<file path="config.mk">
export PLATFORM = sky130hd
export DESIGN_NAME = totp_host_driver_flat
export DESIGN_NICKNAME = d
export VERILOG_FILES = /design/src/rtl/totp_host_driver_if.sv /design/src/rtl/totp_host_driver.sv /design/src/flat_wrapper.sv
export SDC_FILE = /design/constraint.sdc
export NUM_CORES = 1
export LEC_CHECK = 0
export CAP_MARGIN = 40
export CORE_MARGIN = 10
export CORE_UTILIZATION = 46
export CTS_CLUSTER_SIZE = 14
export DETAILED_ROUTE_END_ITERATION = 10
export GPL_TIMING_DRIVEN = 0
export PLACE_DENSITY = 0.88
export SLEW_MARGIN = 20
export SYNTH_ARGS = -nofsm -noshare
export SYNTH_HDL_FRONTEND = slang
export SYNTH_SLANG_ARGS = --single-unit
</file>
<file path="constraint.sdc">
create_clock -name clk -period 1.89 [get_ports clk]
set_input_delay 0.567 -clock clk [delete_from_list [all_inputs] [get_ports clk]]
set_output_delay 0.567 -clock clk [all_outputs]
set_load 0.01 [all_outputs]
</file>
<file path="src/rtl/totp_host_driver_if.sv">
// Bundle of the host-facing request/result signals and the serial pins
// toward the TOTP core for totp_host_driver.
// Latency: none (wires only).
// Backpressure: none; the driver paces itself on busy and the core's ready.
// Ports (as signals): start/key/msg in, busy/done/error/code result out,
// data/key_en/msg_en/sel toward the core, ready/bcd back from the core.
interface totp_host_driver_if #(
  parameter int KEY_BITS = 160,
  parameter int MSG_BITS = 64,
  parameter int DIGITS   = 6
);
  // host side
  logic                  start;
  logic [KEY_BITS-1:0]   key;
  logic [MSG_BITS-1:0]   msg;
  logic                  busy;
  logic                  done;
  logic                  error;
  logic [4*DIGITS-1:0]   code;
  // core side
  logic                  data;
  logic                  key_en;
  logic                  msg_en;
  logic [2:0]            sel;
  logic                  ready;
  logic [3:0]            bcd;

  // master: the driver itself
  modport master (
    input  start, key, msg, ready, bcd,
    output busy, done, error, code, data, key_en, msg_en, sel
  );

  // slave: the host and core that surround the driver
  modport slave (
    output start, key, msg, ready, bcd,
    input  busy, done, error, code, data, key_en, msg_en, sel
  );
endinterface

</file>
<file path="src/rtl/totp_host_driver.sv">
// Host-side initiator for the TOTP core: shifts key then message out MSB
// first, waits for ready, walks sel over every digit and returns the code.
// Latency: done lands KEY_BITS+MSG_BITS+2 + ready wait + DIGITS*(SETTLE+1)+1
// cycles after the accepting edge. Backpressure: start is ignored while busy.
// Ports: clk, rst (sync, active-high) plus the bus interface (master side):
// start/key/msg in, busy/done/error/code out, data/key_en/msg_en/sel to the
// core, ready/bcd from the core. Every output comes straight from a flop.
module totp_host_driver #(
  parameter int KEY_BITS = 160,
  parameter int MSG_BITS = 64,
  parameter int DIGITS   = 6,
  parameter int SETTLE   = 2,
  parameter int TIMEOUT  = 65535
) (
  input  logic              clk,
  input  logic              rst,
  totp_host_driver_if.master bus
);

  localparam logic [2:0] S_IDLE       = 3'd0;
  localparam logic [2:0] S_SEND_KEY   = 3'd1;
  localparam logic [2:0] S_GAP        = 3'd2;
  localparam logic [2:0] S_SEND_MSG   = 3'd3;
  localparam logic [2:0] S_WAIT_READY = 3'd4;
  localparam logic [2:0] S_SELECT     = 3'd5;
  localparam logic [2:0] S_DONE       = 3'd6;

  localparam int BW = $clog2(((KEY_BITS > MSG_BITS) ? KEY_BITS : MSG_BITS) + 1);
  localparam int WW = $clog2(TIMEOUT + 1);
  localparam int SW = $clog2(SETTLE + 1);
  localparam int CW = 4 * DIGITS;

  logic [2:0]          state_q, state_d;
  logic [KEY_BITS-1:0] key_q, key_d;
  logic [MSG_BITS-1:0] msg_q, msg_d;
  logic [BW-1:0]       bit_q, bit_d;
  logic [WW-1:0]       wait_q, wait_d;
  logic [SW-1:0]       settle_q, settle_d;
  logic [CW-1:0]       shadow_q, shadow_d;
  logic                bad_q, bad_d;
  logic                busy_q, busy_d;
  logic                done_q, done_d;
  logic                error_q, error_d;
  logic [CW-1:0]       code_q, code_d;
  logic                data_q, data_d;
  logic                key_en_q, key_en_d;
  logic                msg_en_q, msg_en_d;
  logic [2:0]          sel_q, sel_d;

  always_comb begin
    state_d  = state_q;
    key_d    = key_q;
    msg_d    = msg_q;
    bit_d    = bit_q;
    wait_d   = wait_q;
    settle_d = settle_q;
    shadow_d = shadow_q;
    bad_d    = bad_q;
    busy_d   = busy_q;
    done_d   = 1'b0;
    error_d  = error_q;
    code_d   = code_q;
    data_d   = data_q;
    key_en_d = key_en_q;
    msg_en_d = msg_en_q;
    sel_d    = sel_q;

    case (state_q)
      S_IDLE: begin
        if (bus.start) begin
          key_d   = bus.key;
          msg_d   = bus.msg;
          error_d = 1'b0;
          busy_d  = 1'b1;
          bit_d   = '0;
          bad_d   = 1'b0;
          state_d = S_SEND_KEY;
        end
      end

      // The latched copy is shifted left so the MSB is always the next bit.
      S_SEND_KEY: begin
        data_d   = key_q[KEY_BITS-1];
        key_en_d = 1'b1;
        msg_en_d = 1'b0;
        key_d    = {key_q[KEY_BITS-2:0], 1'b0};
        if (bit_q == BW'(KEY_BITS - 1)) begin
          bit_d   = '0;
          state_d = S_GAP;
        end else begin
          bit_d = bit_q + BW'(1);
        end
      end

      S_GAP: begin
        data_d   = 1'b0;
        key_en_d = 1'b0;
        msg_en_d = 1'b0;
        state_d  = S_SEND_MSG;
      end

      S_SEND_MSG: begin
        data_d   = msg_q[MSG_BITS-1];
        key_en_d = 1'b0;
        msg_en_d = 1'b1;
        msg_d    = {msg_q[MSG_BITS-2:0], 1'b0};
        if (bit_q == BW'(MSG_BITS - 1)) begin
          bit_d   = '0;
          wait_d  = '0;
          state_d = S_WAIT_READY;
        end else begin
          bit_d = bit_q + BW'(1);
        end
      end

      // Ready wins over the timeout on the final allowed sample.
      S_WAIT_READY: begin
        data_d   = 1'b0;
        key_en_d = 1'b0;
        msg_en_d = 1'b0;
        if (bus.ready) begin
          sel_d    = 3'd0;
          settle_d = '0;
          state_d  = S_SELECT;
        end else if (wait_q == WW'(TIMEOUT - 1)) begin
          error_d = 1'b1;
          busy_d  = 1'b0;
          state_d = S_IDLE;
        end else begin
          wait_d = wait_q + WW'(1);
        end
      end

      // Each digit holds sel for SETTLE cycles and samples on the next edge.
      // An out-of-range digit is remembered and reported alongside done so
      // busy and error never disagree mid-transaction.
      S_SELECT: begin
        if (settle_q == SW'(SETTLE)) begin
          for (int i = 0; i < DIGITS; i++) begin
            if (sel_q == 3'(i)) begin
              shadow_d[4*i +: 4] = bus.bcd;
            end
          end
          if (bus.bcd > 4'd9) begin
            bad_d = 1'b1;
          end
          settle_d = '0;
          if (sel_q == 3'(DIGITS - 1)) begin
            state_d = S_DONE;
          end else begin
            sel_d = sel_q + 3'd1;
          end
        end else begin
          settle_d = settle_q + SW'(1);
        end
      end

      S_DONE: begin
        code_d  = shadow_q;
        done_d  = 1'b1;
        busy_d  = 1'b0;
        error_d = error_q | bad_q;
        sel_d   = 3'd0;
        state_d = S_IDLE;
      end

      default: begin
        state_d = S_IDLE;
      end
    endcase
  end

  always_ff @(posedge clk) begin
    if (rst) begin
      state_q  <= S_IDLE;
      key_q    <= '0;
      msg_q    <= '0;
      bit_q    <= '0;
      wait_q   <= '0;
      settle_q <= '0;
      shadow_q <= '0;
      bad_q    <= 1'b0;
      busy_q   <= 1'b0;
      done_q   <= 1'b0;
      error_q  <= 1'b0;
      code_q   <= '0;
      data_q   <= 1'b0;
      key_en_q <= 1'b0;
      msg_en_q <= 1'b0;
      sel_q    <= 3'd0;
    end else begin
      state_q  <= state_d;
      key_q    <= key_d;
      msg_q    <= msg_d;
      bit_q    <= bit_d;
      wait_q   <= wait_d;
      settle_q <= settle_d;
      shadow_q <= shadow_d;
      bad_q    <= bad_d;
      busy_q   <= busy_d;
      done_q   <= done_d;
      error_q  <= error_d;
      code_q   <= code_d;
      data_q   <= data_d;
      key_en_q <= key_en_d;
      msg_en_q <= msg_en_d;
      sel_q    <= sel_d;
    end
  end

  assign bus.busy   = busy_q;
  assign bus.done   = done_q;
  assign bus.error  = error_q;
  assign bus.code   = code_q;
  assign bus.data   = data_q;
  assign bus.key_en = key_en_q;
  assign bus.msg_en = msg_en_q;
  assign bus.sel    = sel_q;

endmodule

</file>
<file path="src/flat_wrapper.sv">
// flat-port wrapper written by rule: the top's interface ports become plain ports
module totp_host_driver_flat 
#(
  parameter int KEY_BITS = 160,
  parameter int MSG_BITS = 64,
  parameter int DIGITS   = 6,
  parameter int SETTLE   = 2,
  parameter int TIMEOUT  = 65535
)
  (clk, rst, bus_start, bus_key, bus_msg, bus_ready, bus_bcd, bus_busy, bus_done, bus_error, bus_code, bus_data, bus_key_en, bus_msg_en, bus_sel);
  totp_host_driver_if #(.KEY_BITS(KEY_BITS), .MSG_BITS(MSG_BITS), .DIGITS(DIGITS)) bus_i ();
  input  logic clk;
  input  logic rst;
  input wire logic [$bits(bus_i.start)-1:0] bus_start;
  input wire logic [$bits(bus_i.key)-1:0] bus_key;
  input wire logic [$bits(bus_i.msg)-1:0] bus_msg;
  input wire logic [$bits(bus_i.ready)-1:0] bus_ready;
  input wire logic [$bits(bus_i.bcd)-1:0] bus_bcd;
  output wire logic [$bits(bus_i.busy)-1:0] bus_busy;
  output wire logic [$bits(bus_i.done)-1:0] bus_done;
  output wire logic [$bits(bus_i.error)-1:0] bus_error;
  output wire logic [$bits(bus_i.code)-1:0] bus_code;
  output wire logic [$bits(bus_i.data)-1:0] bus_data;
  output wire logic [$bits(bus_i.key_en)-1:0] bus_key_en;
  output wire logic [$bits(bus_i.msg_en)-1:0] bus_msg_en;
  output wire logic [$bits(bus_i.sel)-1:0] bus_sel;
  assign bus_i.start = bus_start;
  assign bus_i.key = bus_key;
  assign bus_i.msg = bus_msg;
  assign bus_i.ready = bus_ready;
  assign bus_i.bcd = bus_bcd;
  assign bus_busy = bus_i.busy;
  assign bus_done = bus_i.done;
  assign bus_error = bus_i.error;
  assign bus_code = bus_i.code;
  assign bus_data = bus_i.data;
  assign bus_key_en = bus_i.key_en;
  assign bus_msg_en = bus_i.msg_en;
  assign bus_sel = bus_i.sel;
  totp_host_driver #(.KEY_BITS(KEY_BITS), .MSG_BITS(MSG_BITS), .DIGITS(DIGITS), .SETTLE(SETTLE), .TIMEOUT(TIMEOUT)) u_core (.clk(clk), .rst(rst), .bus(bus_i));
endmodule
</file>
==> results.toml, run 1 <==
[sta]
grt_setup_unrepaired = "true"
slew_viol_final = 0
setup_slack_ns = -0.1942
timing_hold_violations_final = 0
finalCriticalPeriod_ns = 2.084
slew_headroom_pct = 55.53
fin_skew_ns = 0.008206
period_share_pct = 110.3
fmax_ghz = 0.4798
worstMarginPinSlew_ns = 0.6670
holdWs_ns = 0.4485
setup-tns-final_ns = -1.823
setup_viol = 16

[global_routing]
grt_overflow = 0
grt_max_degree = 16
grt_usage_pct = 21.63
grt_pass1_wl_microns = 60950
antenna_found_initial = 14
grt_pass1_vias = 12010

[synth]
synth_top_area_share_pct = 50.29
async_flop_share_pct = 0
ys_warn_count = 0
yosys.area.top_type = "dfxtp_1"
yosysMostFrequentCell = "dfxtp_1"
synth_commonest_cells = "dfxtp_1, nand2_1, a21oi_1"
mappedNetlistArea_sq_um = 12380
synth_cell_types = 50
synth_edf_count = 0
synthCells = 1456
syn_nets = 1696
ys_ff_latch = 311
synth_flop_cell = "dfxtp_1"
netlist_top_cells_area = "dfxtp_1, a22oi_1, a21oi_1"
avgSynthCellArea_sq_um = 8.502
yosysSeqAreaShare_pct = 50.29

[die]
die_area_sq_um = 33870
die_w_microns = 184.0
dieHeight_microns = 184.0
start_util_pct = 47.11
num_rows = 59
top_level_ports = 265
core-area_sq_um = 26280

[clock_network]
cts.sinks = 311
cts_made_buffers = 31
cts_root_buf = "clkbuf_16"
clk_pin_slew_ns = 0.07
clk_latency_ns = 0.56
clockBufferDepth = 3
ctsHtreeMaxLevel = 1
cts_tree = "built"
cts_hold_buf = 0

[route]
drcViolationCount = 0
wl_per_cell_microns = 18.62
vias = 12420
drt_iter0_markers = 1089
finalWirelength_microns = 39940
via_per_inst = 5.790
dr.pass1.iters = 5
final_antenna_net_count = 0

[placement]
dp_hpwl_microns = 27550
portBuffers = 263
dpl-instance-area_sq_um = 15440
place_congestion = 0.8663

[worst_setup_path]
critPathLaunchType = "flop"
crit_fanout = 6
arrival_ns = 2.51
crit_type = "reg -> reg"
reg2reg_from = "u_core.bit_q[0]$_SDFFE_PP0P_"
end_kind = "flop"
required_ns = 2.32
rr_worst_depth = 7
r2r_setup_slack_ns = -0.19
timing.rr.end = "u_core.wait_q[0]$_SDFFE_PP0P_"

[worst_hold_path]
whs_path_depth = 2
hold_path_end = "u_core.bus.code[23]$_SDFFE_PP0P_"
hp-class = "reg -> reg"
hold_start = "u_core.shadow_q[23]$_SDFFE_PP0P_"

[layout]
area_delta_synth_final_pct = 39.10
nFillCells = 2058
post_route_cells_drive_above_1_share_pct = 12.35
stdcell_area_sq_um = 17220
final_nets = 2018

[status]
outcome = "complete, but fails checks"
violations = "setup timing"

[power_and_ir_drop]
internal-power_mw = 12.23
power_frac_seq_pct = 44.3
p_leak_nw = 6.208
power_density_nw_per_um2 = 953.5
ir_worst_vdd_v = 0.0006281
swShare_pct = 25.50
p_comb_share_pct = 15.6
power.share.clock_pct = 40.2
p_sw_mw = 4.187

[job]
max-cap-violations = 0
## power groups by stage
stage                     registers [mW]  clock network (mW)  logic [mW]
final                               7.27                6.59        2.56
after global routing                7.31                6.90        2.79
after CTS                           7.26                6.64        2.39
after detailed placement            7.40                   0        2.26
after global placement              7.37                   0        2.19
after floorplan                     7.33                   0        1.33
## how the worst max path moves through the flow
stage	start	slack, ns	cells past startpoint	to
finish	u_core.bit_q[0]$_SDFFE_PP0P_	-0.19	7	u_core.wait_q[0]$_SDFFE_PP0P_
global placement	bus_start	-0.88	8	u_core.key_q[86]$_SDFFE_PP0P_
floorplan	bus_ready	-0.11	6	u_core.wait_q[11]$_SDFFE_PP0P_
CTS	u_core.state_q[1]$_SDFFE_PP0P_	-0.12	7	u_core.wait_q[3]$_SDFFE_PP0P_
detailed placement	bus_start	-0.95	8	u_core.key_q[87]$_SDFFE_PP0P_
global route	u_core.bit_q[0]$_SDFFE_PP0P_	-0.26	8	u_core.wait_q[4]$_SDFFE_PP0P_
## placed cells by master (no fill, tap or decap), drive strengths merged, types with 12 or more instances in the layout
cell type,instances
dfxtp,311
nand2,292
a21oi,274
clkdlybuf4s50,229
a22oi,221
clkbuf,113
buf,81
nor2,66
dlygate4sd2,31
mux2i,22
nand3,18
o21ai,17
inv,13
diode,12
or3,12
## per-layer routing
| layer | up-vias | global-route usage [%] | share of wire, % |
|---|---|---|---|
| met1 | 5868 | 25.53 | 40 |
| met5 | - | 0 | 0.098 |
| met2 | 578 | 36.09 | 48 |
| li1 | 5870 | - | - |
| met4 | 6 | 8.948 | 3.4 |
| met3 | 97 | 6.206 | 8.9 |
## what timing repair did
item,4_1_cts,5_1_grt
buffers inserted,19,9
gates cloned,2,1
resized for setup,152,123
pin swaps,19,15
setup endpoints to repair,304,277
## stage by stage
| step | worst slack, ns | util, % | total power [mW] | instances |
|---|---|---|---|---|
| 4_1_cts | -0.1224 | 64.41 | 16.29 | 2127 |
| 2_1_floorplan | -0.1060 | - | 8.662 | 1456 |
| 6_report | -0.1942 | 65.53 | 16.42 | 2145 |
| 3_3_place_gp | -0.8770 | 58.73 | 9.561 | 2054 |
| 3_5_place_dp | -0.9484 | 58.76 | 9.660 | 2055 |
| 5_1_grt | -0.2601 | 65.49 | 17.01 | 2141 |
## critical path, cell delays in order, from the launching register on
cell,delay (ns)
dfxtp_4,0.36
ha_4,0.15
nand4_4,0.13
buf_4,0.19
or4_4,0.49
a211oi_2,0.33
a21oi_1,0.09
o32ai_1,0.20
## area by class of cell
cell class / count / area (sq um) / share of cell area, %
inverters: 13 / 55.05 / 0.3197
flip-flops and latches: 311 / 6256 / 36.33
clock buffers: 45 / 918.4 / 5.333
repair buffers: 295 / 2849 / 16.54
plain buffers: 116 / 730.7 / 4.243
multi-input cells: 1010 / 5791 / 33.63
clock inverters: 8 / 171.4 / 0.9954
diodes: 12 / 30.03 / 0.1744
well taps: 335 / 419.2 / 2.434
## sequential cells by signal, indices dropped and copies added, names as in the netlist
name,cells
u_core.bad_q,1
u_core.bit_q,8
u_core.bus.busy,1
u_core.bus.code,24
u_core.bus.data,1
u_core.bus.done,1
u_core.bus.error,1
u_core.bus.key_en,1
u_core.bus.msg_en,1
u_core.bus.sel,3
u_core.key_q,160
u_core.msg_q,64
u_core.settle_q,2
u_core.shadow_q,24
u_core.state_q,3
u_core.wait_q,16
## kinds of logic (layout without fill, tap and decap cells)
logic type / after synthesis / count (layout) / share of synthesized area (%)
xor gates and xnor gates: 4 / 4 / 0.2831
AOI/OAI and AO/OA: 536 / 536 / 27.21
other: 0 / 12 / 0
muxes: 23 / 23 / 1.870
and+or+nand+nor: 439 / 439 / 15.02
DFF: 311 / 311 / 50.29
adders and majority gates: 8 / 8 / 0.8086
buffers and inverters: 135 / 477 / 4.518
Note: power is estimated with default switching activity, not from simulation.
==> inputs of run 2 (changes only) <==
HOLD_SLACK_MARGIN = 0.05   (was not set)
==> results of run 2 <==
Same layout as run 1: the final DEF is identical, and so are final timing and power.
==> inputs of run 3 (changes only) <==
SLEW_MARGIN = not set   (was 20)
==> results of run 3 <==
Same layout as run 1: the final DEF is identical, and so are final timing and power.
